## src/rtl/uart_tx_fifo.sv

```systemverilog
// uart_tx_fifo
// ------------
// Buffered 8N1 UART transmitter. Bytes written on DATA_IN are queued in a
// circular FIFO and serialized LSB first onto UART_TX (start bit 0, eight
// data bits, stop bit 1). Back-to-back frames are sent with no idle gap.
//
// Optional feature: define UART_TX_PARITY_EN to insert an even-parity bit
// between the data bits and the stop bit (11-bit frames).
//
// Parameters:
//   CLKS_PER_BIT  clock cycles per UART bit (>= 2), default `T
//   DEPTH         FIFO entries (power of two, >= 2), default 16
// Ports:
//   CLK         system clock, all logic on posedge
//   INITIALIZE  synchronous active-high reset
//   DATA_IN     byte to transmit
//   WE          write strobe, accepted when WE && !FULL
//   FULL        FIFO holds DEPTH entries
//   EMPTY       FIFO holds no entries
//   BUSY        FIFO non-empty or a frame in flight (registered)
//   OVERRUN     sticky, set by a write while FULL
//   UART_TX     serial line, idle high (registered)

`ifndef T
`define T 16
`endif

module uart_tx_fifo #(
  parameter int CLKS_PER_BIT = `T,
  parameter int DEPTH        = 16
) (
  input  logic       CLK,
  input  logic       INITIALIZE,
  input  logic [7:0] DATA_IN,
  input  logic       WE,
  output logic       FULL,
  output logic       EMPTY,
  output logic       BUSY,
  output logic       OVERRUN,
  output logic       UART_TX
);

  localparam int AW = $clog2(DEPTH);
  localparam int CW = $clog2(CLKS_PER_BIT);

`ifdef UART_TX_PARITY_EN
  typedef enum logic [2:0] {
    S_IDLE   = 3'd0,
    S_START  = 3'd1,
    S_DATA   = 3'd2,
    S_PARITY = 3'd3,
    S_STOP   = 3'd4
  } state_t;

  // Even parity: XOR of the data bits.
  function automatic logic even_parity(input logic [7:0] d);
    return ^d;
  endfunction
`else
  typedef enum logic [1:0] {
    S_IDLE  = 2'd0,
    S_START = 2'd1,
    S_DATA  = 2'd2,
    S_STOP  = 2'd3
  } state_t;
`endif

  state_t          state_q, state_d;
  logic [CW-1:0]   cnt_q, cnt_d;
  logic [2:0]      bit_q, bit_d;
  logic [7:0]      shift_q, shift_d;
  logic            tx_q, tx_d;
  logic            busy_q, busy_d;
  logic            ovr_q, ovr_d;
  logic [AW-1:0]   wr_ptr_q, wr_ptr_d;
  logic [AW-1:0]   rd_ptr_q, rd_ptr_d;
  logic [AW:0]     count_q, count_d;
  logic [7:0]      mem_q [DEPTH];
`ifdef UART_TX_PARITY_EN
  logic            par_q, par_d;
`endif

  logic            full_s;
  logic            empty_s;
  logic            push_s;
  logic            pop_s;
  logic            bit_end_s;
  logic [7:0]      head_s;

  assign full_s    = (count_q == (AW+1)'(DEPTH));
  assign empty_s   = (count_q == {(AW+1){1'b0}});
  // A write while FULL is dropped; only OVERRUN records it.
  assign push_s    = WE && !full_s;
  assign bit_end_s = (cnt_q == CW'(CLKS_PER_BIT - 1));
  assign head_s    = mem_q[rd_ptr_q];

  assign FULL    = full_s;
  assign EMPTY   = empty_s;
  assign BUSY    = busy_q;
  assign OVERRUN = ovr_q;
  assign UART_TX = tx_q;

  // Transmit FSM next state; the line level is derived from the current
  // state so it appears on UART_TX one cycle after the state is entered.
  always_comb begin
    state_d = state_q;
    cnt_d   = cnt_q;
    bit_d   = bit_q;
    shift_d = shift_q;
    tx_d    = 1'b1;
    pop_s   = 1'b0;
`ifdef UART_TX_PARITY_EN
    par_d   = par_q;
`endif
    case (state_q)
      S_IDLE: begin
        tx_d  = 1'b1;
        cnt_d = {CW{1'b0}};
        if (!empty_s) begin
          pop_s   = 1'b1;
          shift_d = head_s;
`ifdef UART_TX_PARITY_EN
          par_d   = even_parity(head_s);
`endif
          state_d = S_START;
        end else begin
          state_d = S_IDLE;
        end
      end
      S_START: begin
        tx_d = 1'b0;
        if (bit_end_s) begin
          cnt_d   = {CW{1'b0}};
          bit_d   = 3'd0;
          state_d = S_DATA;
        end else begin
          cnt_d = cnt_q + CW'(1);
        end
      end
      S_DATA: begin
        tx_d = shift_q[0];
        if (bit_end_s) begin
          cnt_d   = {CW{1'b0}};
          shift_d = {1'b0, shift_q[7:1]};
          if (bit_q == 3'd7) begin
`ifdef UART_TX_PARITY_EN
            state_d = S_PARITY;
`else
            state_d = S_STOP;
`endif
          end else begin
            bit_d = bit_q + 3'd1;
          end
        end else begin
          cnt_d = cnt_q + CW'(1);
        end
      end
`ifdef UART_TX_PARITY_EN
      S_PARITY: begin
        tx_d = par_q;
        if (bit_end_s) begin
          cnt_d   = {CW{1'b0}};
          state_d = S_STOP;
        end else begin
          cnt_d = cnt_q + CW'(1);
        end
      end
`endif
      S_STOP: begin
        tx_d = 1'b1;
        if (bit_end_s) begin
          cnt_d = {CW{1'b0}};
          // Chain straight into the next frame to avoid an idle gap.
          if (!empty_s) begin
            pop_s   = 1'b1;
            shift_d = head_s;
`ifdef UART_TX_PARITY_EN
            par_d   = even_parity(head_s);
`endif
            state_d = S_START;
          end else begin
            state_d = S_IDLE;
          end
        end else begin
          cnt_d = cnt_q + CW'(1);
        end
      end
      default: begin
        state_d = S_IDLE;
      end
    endcase
  end

  // FIFO pointers, occupancy, status flags.
  always_comb begin
    wr_ptr_d = push_s ? (wr_ptr_q + AW'(1)) : wr_ptr_q;
    rd_ptr_d = pop_s  ? (rd_ptr_q + AW'(1)) : rd_ptr_q;
    case ({push_s, pop_s})
      2'b10:   count_d = count_q + (AW+1)'(1);
      2'b01:   count_d = count_q - (AW+1)'(1);
      default: count_d = count_q;
    endcase
    ovr_d  = ovr_q | (WE & full_s);
    busy_d = (state_q != S_IDLE) || !empty_s;
  end

  // State and control registers with synchronous reset.
  always_ff @(posedge CLK) begin
    if (INITIALIZE) begin
      state_q  <= S_IDLE;
      cnt_q    <= {CW{1'b0}};
      bit_q    <= 3'd0;
      shift_q  <= 8'd0;
      tx_q     <= 1'b1;
      busy_q   <= 1'b0;
      ovr_q    <= 1'b0;
      wr_ptr_q <= {AW{1'b0}};
      rd_ptr_q <= {AW{1'b0}};
      count_q  <= {(AW+1){1'b0}};
`ifdef UART_TX_PARITY_EN
      par_q    <= 1'b0;
`endif
    end else begin
      state_q  <= state_d;
      cnt_q    <= cnt_d;
      bit_q    <= bit_d;
      shift_q  <= shift_d;
      tx_q     <= tx_d;
      busy_q   <= busy_d;
      ovr_q    <= ovr_d;
      wr_ptr_q <= wr_ptr_d;
      rd_ptr_q <= rd_ptr_d;
      count_q  <= count_d;
`ifdef UART_TX_PARITY_EN
      par_q    <= par_d;
`endif
    end
  end

  // FIFO storage; contents need no reset since the pointers define validity.
  always_ff @(posedge CLK) begin
    if (push_s && !INITIALIZE) begin
      mem_q[wr_ptr_q] <= DATA_IN;
    end else begin
      mem_q[wr_ptr_q] <= mem_q[wr_ptr_q];
    end
  end

endmodule
```

## config.mk

```make
export PLATFORM = sky130hd
export DESIGN_NAME = uart_tx_fifo
export DESIGN_NICKNAME = d
export VERILOG_FILES = /design/src/rtl/uart_tx_fifo.sv
export SDC_FILE = /design/constraint.sdc
export NUM_CORES = 1
export LEC_CHECK = 0
export BUFFER_PORTS_ARGS = -buffer_cell sky130_fd_sc_hd__buf_4
export CAP_MARGIN = 20
export CORE_MARGIN = 2
export CORE_UTILIZATION = 45
export DETAILED_ROUTE_END_ITERATION = 16
export PLACE_DENSITY = 0.68
export REMOVE_ABC_BUFFERS = 1
export SLEW_MARGIN = 20
export SYNTH_ARGS = -nofsm -noshare
export SYNTH_HDL_FRONTEND = slang
export SYNTH_SLANG_ARGS = --single-unit
```

## constraint.sdc

```tcl
create_clock -name CLK -period 4.4 [get_ports CLK]
set_input_delay 0.22 -clock CLK [delete_from_list [all_inputs] [get_ports CLK]]
set_output_delay 0.22 -clock CLK [all_outputs]
set_load 0.01 [all_outputs]
```

==> out/summary.txt, run 1 <==
GRT Residual Overflow = 0
Slew Limit Headroom = 32.3%
count of placed standard cells in the final layout, fillers left out = 622
setup skew after layout = 0.00695 ns
startpoint type of the worst setup path = flip-flop
I/O pin count = 16
FF+latch count, synth = 165
maximum vdd drop = 0.303 mV
transition time of the tightest slew-check pin = 1.02 ns
Post-DP HPWL = 7.82 mm
post-cts hold buffer count = 0
number of vias per cell after detailed routing = 5.65
clock tree from TritonCTS = yes
biggest area consumer among synthesized cells = sky130_fd_sc_hd__edfxtp_1
# nets final = 451
footprint of the multi-input gates = 0.00207 mm2
latest clock arrival within the worst-skew pair = 0.43 ns
number of distinct library cell variants in the gate-level netlist after synthesis = 45
Post-Syn Area per Cell = 16.6 um2
global-route wire length before repair = 18.9 mm
Chip Width = 127 um
DRC violations left = 0
clock buffer count from CTS = 17
min Tclk post-route = 3.25 ns
number of hold violations in the final report = 0
highest fanout seen on the critical path = 9
routability cong. = 0.753
H-Tree Depth = 4
count of fill cells added during filler insertion = 1162
post-route setup TNS = 0 ns
commonest register cell after synthesis = sky130_fd_sc_hd__edfxtp_1
final max-slew violation count = 0
total number of placement rows = 44
critical path arrival = 3.56 ns
area enclosed by the die boundary = 0.0161 mm2
instance count after placement with tap cells included = 590
fraction of final layout cells sized beyond drive strength 1 = 17.6%
run status = complete, no violations
register area = 0.00459 mm2
power per cell area = 543 mW/mm2
leakage power of the design = 2.58 nW
number of setup violations in the final report = 0
clock tree root driver cell = sky130_fd_sc_hd__clkbuf_16
overall fraction of global-route tracks in use = 16.0%
Longest Clk Path Bufs = 2
worst hold margin = 0.0648 ns
number of vias after detailed routing = 3516
initial antenna violation count = 0
clock slew at the register clock pins of the worst setup and hold paths = 0.06 ns
iteration count of the initial detailed-routing pass = 4
RSZ-0062 raised after global routing = no
part of the Yosys area used for sequential elements = 67.4%
final clock period utilization by the worst path = 73.8%
cell area after synthesis = 0.00680 mm2
Diodes inserted = 0
post-CTS sizing = 0
pre-CTS worst setup slack = 1.13 ns
WL/cell = 19.2 um
core region area = 0.0146 mm2
endpoint type of the worst setup path = flip-flop
required time at the worst-slack endpoint = 4.71 ns
clock sink total = 165
number of enable-type register cells in the synthesized netlist = 128
number of routed nets with antenna violations = 0
yosys synthesis warning count = 0
overall routed net length = 11.9 mm
class of the most critical setup path = flip-flop to flip-flop
number of violations of the max-capacitance limit = 0
share of async-settable or async-resettable flops after synthesis = 0%
number of global-route vias before repair = 3526
post-CTS repair timing setup buffer count = 0
Min-Delay Path Class = input port to flip-flop
cells taking the most area after synthesis = sky130_fd_sc_hd__edfxtp_1 56%, sky130_fd_sc_hd__dfxtp_1 11%, sky130_fd_sc_hd__mux4_1 9.7%, sky130_fd_sc_hd__mux4_2 5.0%, sky130_fd_sc_hd__nor2_1 3.3%
Fmax achieved = 0.308 GHz
count of port buffers added during placement = 15
starting DRC count in detailed routing = 218
Final WS setup = 1.15 ns
Die Y-Extent = 127 um
pin count of the biggest net entering global routing = 39
synth-to-layout area growth = 12.4%
number of instances in the synthesized netlist = 410
initial cell density of the core = 46.5%
share of the synthesized area in the top cell type = 56.5%
-- kinds of logic after synthesis --
family          synth area share [%]
flops                           67.4
simple gates                    7.41
mux                             15.5
buf+inv                         2.35
compound gates                  2.91
fa+ha+maj                       2.76
xor+xnor                        1.67
-- flip-flops by register name, summed over array words and instances (netlist names), named ones only --
name	count
BUSY	1
OVERRUN	1
UART_TX	1
bit_q	3
cnt_q	4
count_q	5
mem_q	128
rd_ptr_q	4
shift_q	8
state_q	2
wr_ptr_q	4
-- report_power, final --
part | switching [mW] | total, mW | internal, mW | leakage [nW]
Sequential | 0.119 | 1.89 | 1.77 | 1.46
Combinational | 0.398 | 0.780 | 0.382 | 0.839
Clock | 0.629 | 1.48 | 0.851 | 0.282
-- cell usage after synthesis (all sizes together) (2+ instances only) --
| master | count |
|---|---|
| a211oi | 3 |
| a21oi | 11 |
| buf | 10 |
| clkbuf | 12 |
| dfxtp | 37 |
| edfxtp | 128 |
| ha | 15 |
| inv | 10 |
| mux2i | 5 |
| mux4 | 40 |
| nand2 | 18 |
| nand2b | 4 |
| nand3 | 5 |
| nand4 | 2 |
| nor2 | 60 |
| nor3 | 6 |
| nor4 | 10 |
| o21ai | 4 |
| or3 | 2 |
| xnor2 | 4 |
| xor2 | 9 |
-- final timing paths --
path         startpoint         end  slack, ns  cells after the start
max          state_q[1]  count_q[4]       1.15                     11
min                  WE     OVERRUN       0.06                      3
max reg2reg  state_q[1]  count_q[4]       1.15                     11
min reg2reg    cnt_q[0]    cnt_q[0]       0.45                      1
-- worst max-delay path: stages, from the launching register on --
cell	delay, ns
sky130_fd_sc_hd__dfxtp_1	0.38
sky130_fd_sc_hd__ha_1	0.27
sky130_fd_sc_hd__a41oi_2	0.21
sky130_fd_sc_hd__a211oi_2	0.44
sky130_fd_sc_hd__ha_1	0.45
sky130_fd_sc_hd__xor2_1	0.12
sky130_fd_sc_hd__ha_1	0.20
sky130_fd_sc_hd__inv_1	0.06
sky130_fd_sc_hd__o41ai_2	0.08
sky130_fd_sc_hd__a311oi_1	0.35
sky130_fd_sc_hd__mux2i_1	0.24
sky130_fd_sc_hd__mux2_2	0.34
-- layout make-up --
cell class                      instances  share of cell area [%]
Clock buffer                           18                    5.61
Clock inverter                         14                    2.13
Inverter                               10                   0.491
Multi-Input combinational cell        213                    27.1
Sequential cell                       165                    59.9
Tap cell                              184                    3.01
Timing Repair Buffer                   18                    1.77
-- stage by stage --
| stage | util [%] | area (um2) | power (mW) |
|---|---|---|---|
| 2_1_floorplan | - | 6680 | 2.49 |
| 3_3_place_gp | 48.2 | 7060 | 2.68 |
| 3_5_place_dp | 48.2 | 7060 | 2.71 |
| 4_1_cts | 52.2 | 7650 | 4.19 |
| 5_1_grt | 52.2 | 7650 | 4.34 |
| 6_report | 52.2 | 7650 | 4.15 |
-- cell usage in the layout (no fill, tap or decap), types with 3 or more instances in the layout --
master and instances:
sky130_fd_sc_hd__mux4_2 15, sky130_fd_sc_hd__nand3_1 4, sky130_fd_sc_hd__a21oi_1 10, sky130_fd_sc_hd__nor2_1 59
sky130_fd_sc_hd__ha_1 15, sky130_fd_sc_hd__edfxtp_1 128, sky130_fd_sc_hd__xor2_1 9, sky130_fd_sc_hd__nand2b_1 4
sky130_fd_sc_hd__o21ai_0 4, sky130_fd_sc_hd__clkbuf_16 17, sky130_fd_sc_hd__inv_6 5, sky130_fd_sc_hd__nor4_1 10
sky130_fd_sc_hd__clkinvlp_4 3, sky130_fd_sc_hd__xnor2_1 4, sky130_fd_sc_hd__mux4_1 25, sky130_fd_sc_hd__dfxtp_1 36
sky130_fd_sc_hd__mux2i_1 5, sky130_fd_sc_hd__inv_1 10, sky130_fd_sc_hd__buf_4 18, sky130_fd_sc_hd__nand2_1 17
sky130_fd_sc_hd__nor3_1 4
-- per-layer routing --
metal / vias to the layer above / wire length (um) / track usage (%)
li1: 1627 / - / -
met1: 1780 / 5270 / 20.4
met2: 87 / 5840 / 26.0
met3: 22 / 587 / 5.06
met4: 0 / 235 / 5.95
met5: - / 0 / 0
(Power assumes the default switching activity.)
==> inputs of run 2 (changes only) <==
--- a/config.mk
+++ b/config.mk
@@ -10,7 +10,7 @@
 export CORE_MARGIN = 2
 export CORE_UTILIZATION = 45
 export DETAILED_ROUTE_END_ITERATION = 16
-export PLACE_DENSITY = 0.68
+export PLACE_DENSITY = 0.7
 export REMOVE_ABC_BUFFERS = 1
 export SLEW_MARGIN = 20
 export SYNTH_ARGS = -nofsm -noshare
==> constraint.sdc (replaced) <==
create_clock -name CLK -period 2.7 [get_ports CLK]
set_input_delay 0.135 -clock CLK [delete_from_list [all_inputs] [get_ports CLK]]
set_output_delay 0.135 -clock CLK [all_outputs]
set_load 0.01 [all_outputs]
==> run 2 against run 1 <==
Net effect: clock skew is 0.0015 ns higher; maximum frequency is 23% higher; critical path depth stayed put; core utilization is 1.9 points higher; global-route usage is 0.71 points higher; largest power group unchanged.
==> out/summary.txt, run 2 (same netlist as run 1, synthesis figures left out) <==
highest fanout seen on the critical path = 4
combinational share of power = 23.5%
worst reg2reg path endpoint = count_q[4]
instance count after placement with tap cells included = 618
transition time of the tightest slew-check pin = 0.527 ns
largest register by flop count = mem_q
overall fraction of global-route tracks in use = 16.7%
launch instance of the worst register-to-register path = state_q[0]
number of global-route vias before repair = 3663
CP cell instances = inv_2 > ha_2 > a211oi_2 > ha_2 > buf_4 > ha_4 > nand2_1 > nor4_1 > a311oi_2 > mux2i_1 > mux2_2
required time at the worst-slack endpoint = 3.01 ns
master of the slowest instance on the critical path = sky130_fd_sc_hd__dfxtp_2
number of vias per cell after detailed routing = 5.57
Critical Path Source = state_q[0]
design area = 0.00792 mm2
portion of total power attributed to sequential cells = 43.5%
routability cong. = 0.745
worst hold margin = 0.0123 ns
latest clock arrival within the worst-skew pair = 0.42 ns
DRC violations left = 0
H-Tree Depth = 4
endpoint type of the worst setup path = flip-flop
max FFs per register = 128
final clock period utilization by the worst path = 97.5%
Worst Setup EP = count_q[4]
number of setup violations in the final report = 0
commonest cells after routing, fill and taps aside = 128 x sky130_fd_sc_hd__edfxtp_1, 59 x sky130_fd_sc_hd__nor2_1, 49 x sky130_fd_sc_hd__buf_4
synth-to-layout area growth = 16.4%
Int Pwr = 4.90 mW
iteration count of the initial detailed-routing pass = 4
global-route wire length before repair = 20.1 mm
critical path arrival = 2.94 ns
setup skew after layout = 0.00849 ns
startpoint type of the worst setup path = flip-flop
clock buffer count from CTS = 17
fraction of final layout cells sized beyond drive strength 1 = 25.7%
Final WS setup = 0.0679 ns
initial antenna violation count = 0
leakage power of the design = 2.73 nW
most common cell after layout, fill and taps aside = sky130_fd_sc_hd__edfxtp_1
metal1 wirelength = 5.45 mm
core region area = 0.0146 mm2
count of cells along the worst register-to-register path = 11
clock slew at the register clock pins of the worst setup and hold paths = 0.07 ns
clock tree from TritonCTS = yes
worst reg-to-reg setup slack = 0.07 ns
count of port buffers added during placement = 15
Longest Clk Path Bufs = 2
WL/cell = 19.1 um
biggest cell delay along the critical path = 0.35 ns
Slew Limit Headroom = 64.8%
class of the most critical setup path = flip-flop to flip-flop
instance area at placement = 0.00727 mm2
# nets final = 484
Min-Delay Path Class = input port to flip-flop
clock sink total = 165
count of placed standard cells in the final layout, fillers left out = 655
run status = complete, no violations
DR top layer = met4
Met2 Wirelength = 6.45 mm
Detail Route met3 WL = 403 um
total power after layout = 6.86 mW
switching part of the total = 28.6%
Diodes inserted = 0
maximum vdd drop = 0.480 mV
I/O pin count = 16
Most common cell on crit path = sky130_fd_sc_hd__ha_2
initial cell density of the core = 46.5%
clock tree root driver cell = sky130_fd_sc_hd__clkbuf_16
final max-slew violation count = 0
Fmax achieved = 0.380 GHz
switching component of the power = 1.96 mW
Post-DP HPWL = 8.25 mm
starting DRC count in detailed routing = 215
Chip Width = 127 um
number of vias after detailed routing = 3651
pin count of the biggest net entering global routing = 39
share of total power in the clock network = 33.1%
power per cell area = 866 mW/mm2
Die Y-Extent = 127 um
pre-CTS worst setup slack = -0.0328 ns
number of violations of the max-capacitance limit = 0
number of routed nets with antenna violations = 0
number of hold violations in the final report = 0
min Tclk post-route = 2.63 ns
overall routed net length = 12.5 mm
GRT Residual Overflow = 0
total number of placement rows = 44
Top Registers = mem_q: 128 flops, shift_q: 8 flops, count_q: 5 flops
area enclosed by the die boundary = 0.0161 mm2
==> run 2: worst max-delay path, delay by kind of cell (launching register included) <==
| family | cells | cell delay, ns |
|---|---|---|
| muxes | 2 | 0.58 |
| and+or+nand+nor | 2 | 0.11 |
| buffers and inverters | 2 | 0.18 |
| DFF | 1 | 0.35 |
| AOI/OAI and AO/OA | 2 | 0.54 |
| adders and majority gates | 3 | 0.77 |
==> run 2: routing by layer <==
| metal | GRT usage [%] | vias up |
|---|---|---|
| li1 | - | 1696 |
| met1 | 21.5 | 1867 |
| met2 | 28.3 | 70 |
| met3 | 3.50 | 18 |
| met4 | 6.01 | 0 |
| met5 | 0 | - |
==> run 2: worst min path at each step <==
stage	to	start	slack (ns)	cells after the start
after floorplan	shift_q[7]	INITIALIZE	0.20	1
after global placement	OVERRUN	WE	0.42	3
after detailed placement	OVERRUN	WE	0.43	3
after CTS	mem_q[14][7]	DATA_IN[7]	0.00005	1
after global routing	mem_q[2][0]	DATA_IN[0]	0.01	1
final	mem_q[14][7]	DATA_IN[7]	0.01	1
==> run 2: cell type report <==
cell class,instances,area (um2)
Clock inverter,15,135
Clock buffer,17,425
Multi-Input combinational cell,213,2100
Tap cell,184,230
Sequential cell,165,4590
Timing Repair Buffer,51,398
Fill cell,1152,6720
Inverter,10,37.5
==> run 2: through the flow <==
stage	utilization (%)	TNS, ns
after detailed placement	49.6	-0.0328
final	54.1	0
after CTS	53.6	0
after global placement	49.6	0
after global routing	54.1	-0.0784
after floorplan	-	-0.209
==> run 2: power groups by stage <==
stage | clock, mW | sequential [mW] | combinational (mW)
2_1_floorplan | 0 | 3.09 | 0.966
3_3_place_gp | 0 | 3.01 | 1.48
3_5_place_dp | 0 | 3.03 | 1.53
4_1_cts | 2.32 | 2.97 | 1.55
5_1_grt | 2.41 | 3.00 | 1.77
6_report | 2.27 | 2.98 | 1.61
==> run 2: what timing repair did <==
item	in CTS	in global routing
pin swaps	2	5
hold endpoints to repair	1	0
hold buffers	1	0
gates resized for setup	1	13
endpoints found under the setup margin	1	1
setup buffers	0	4
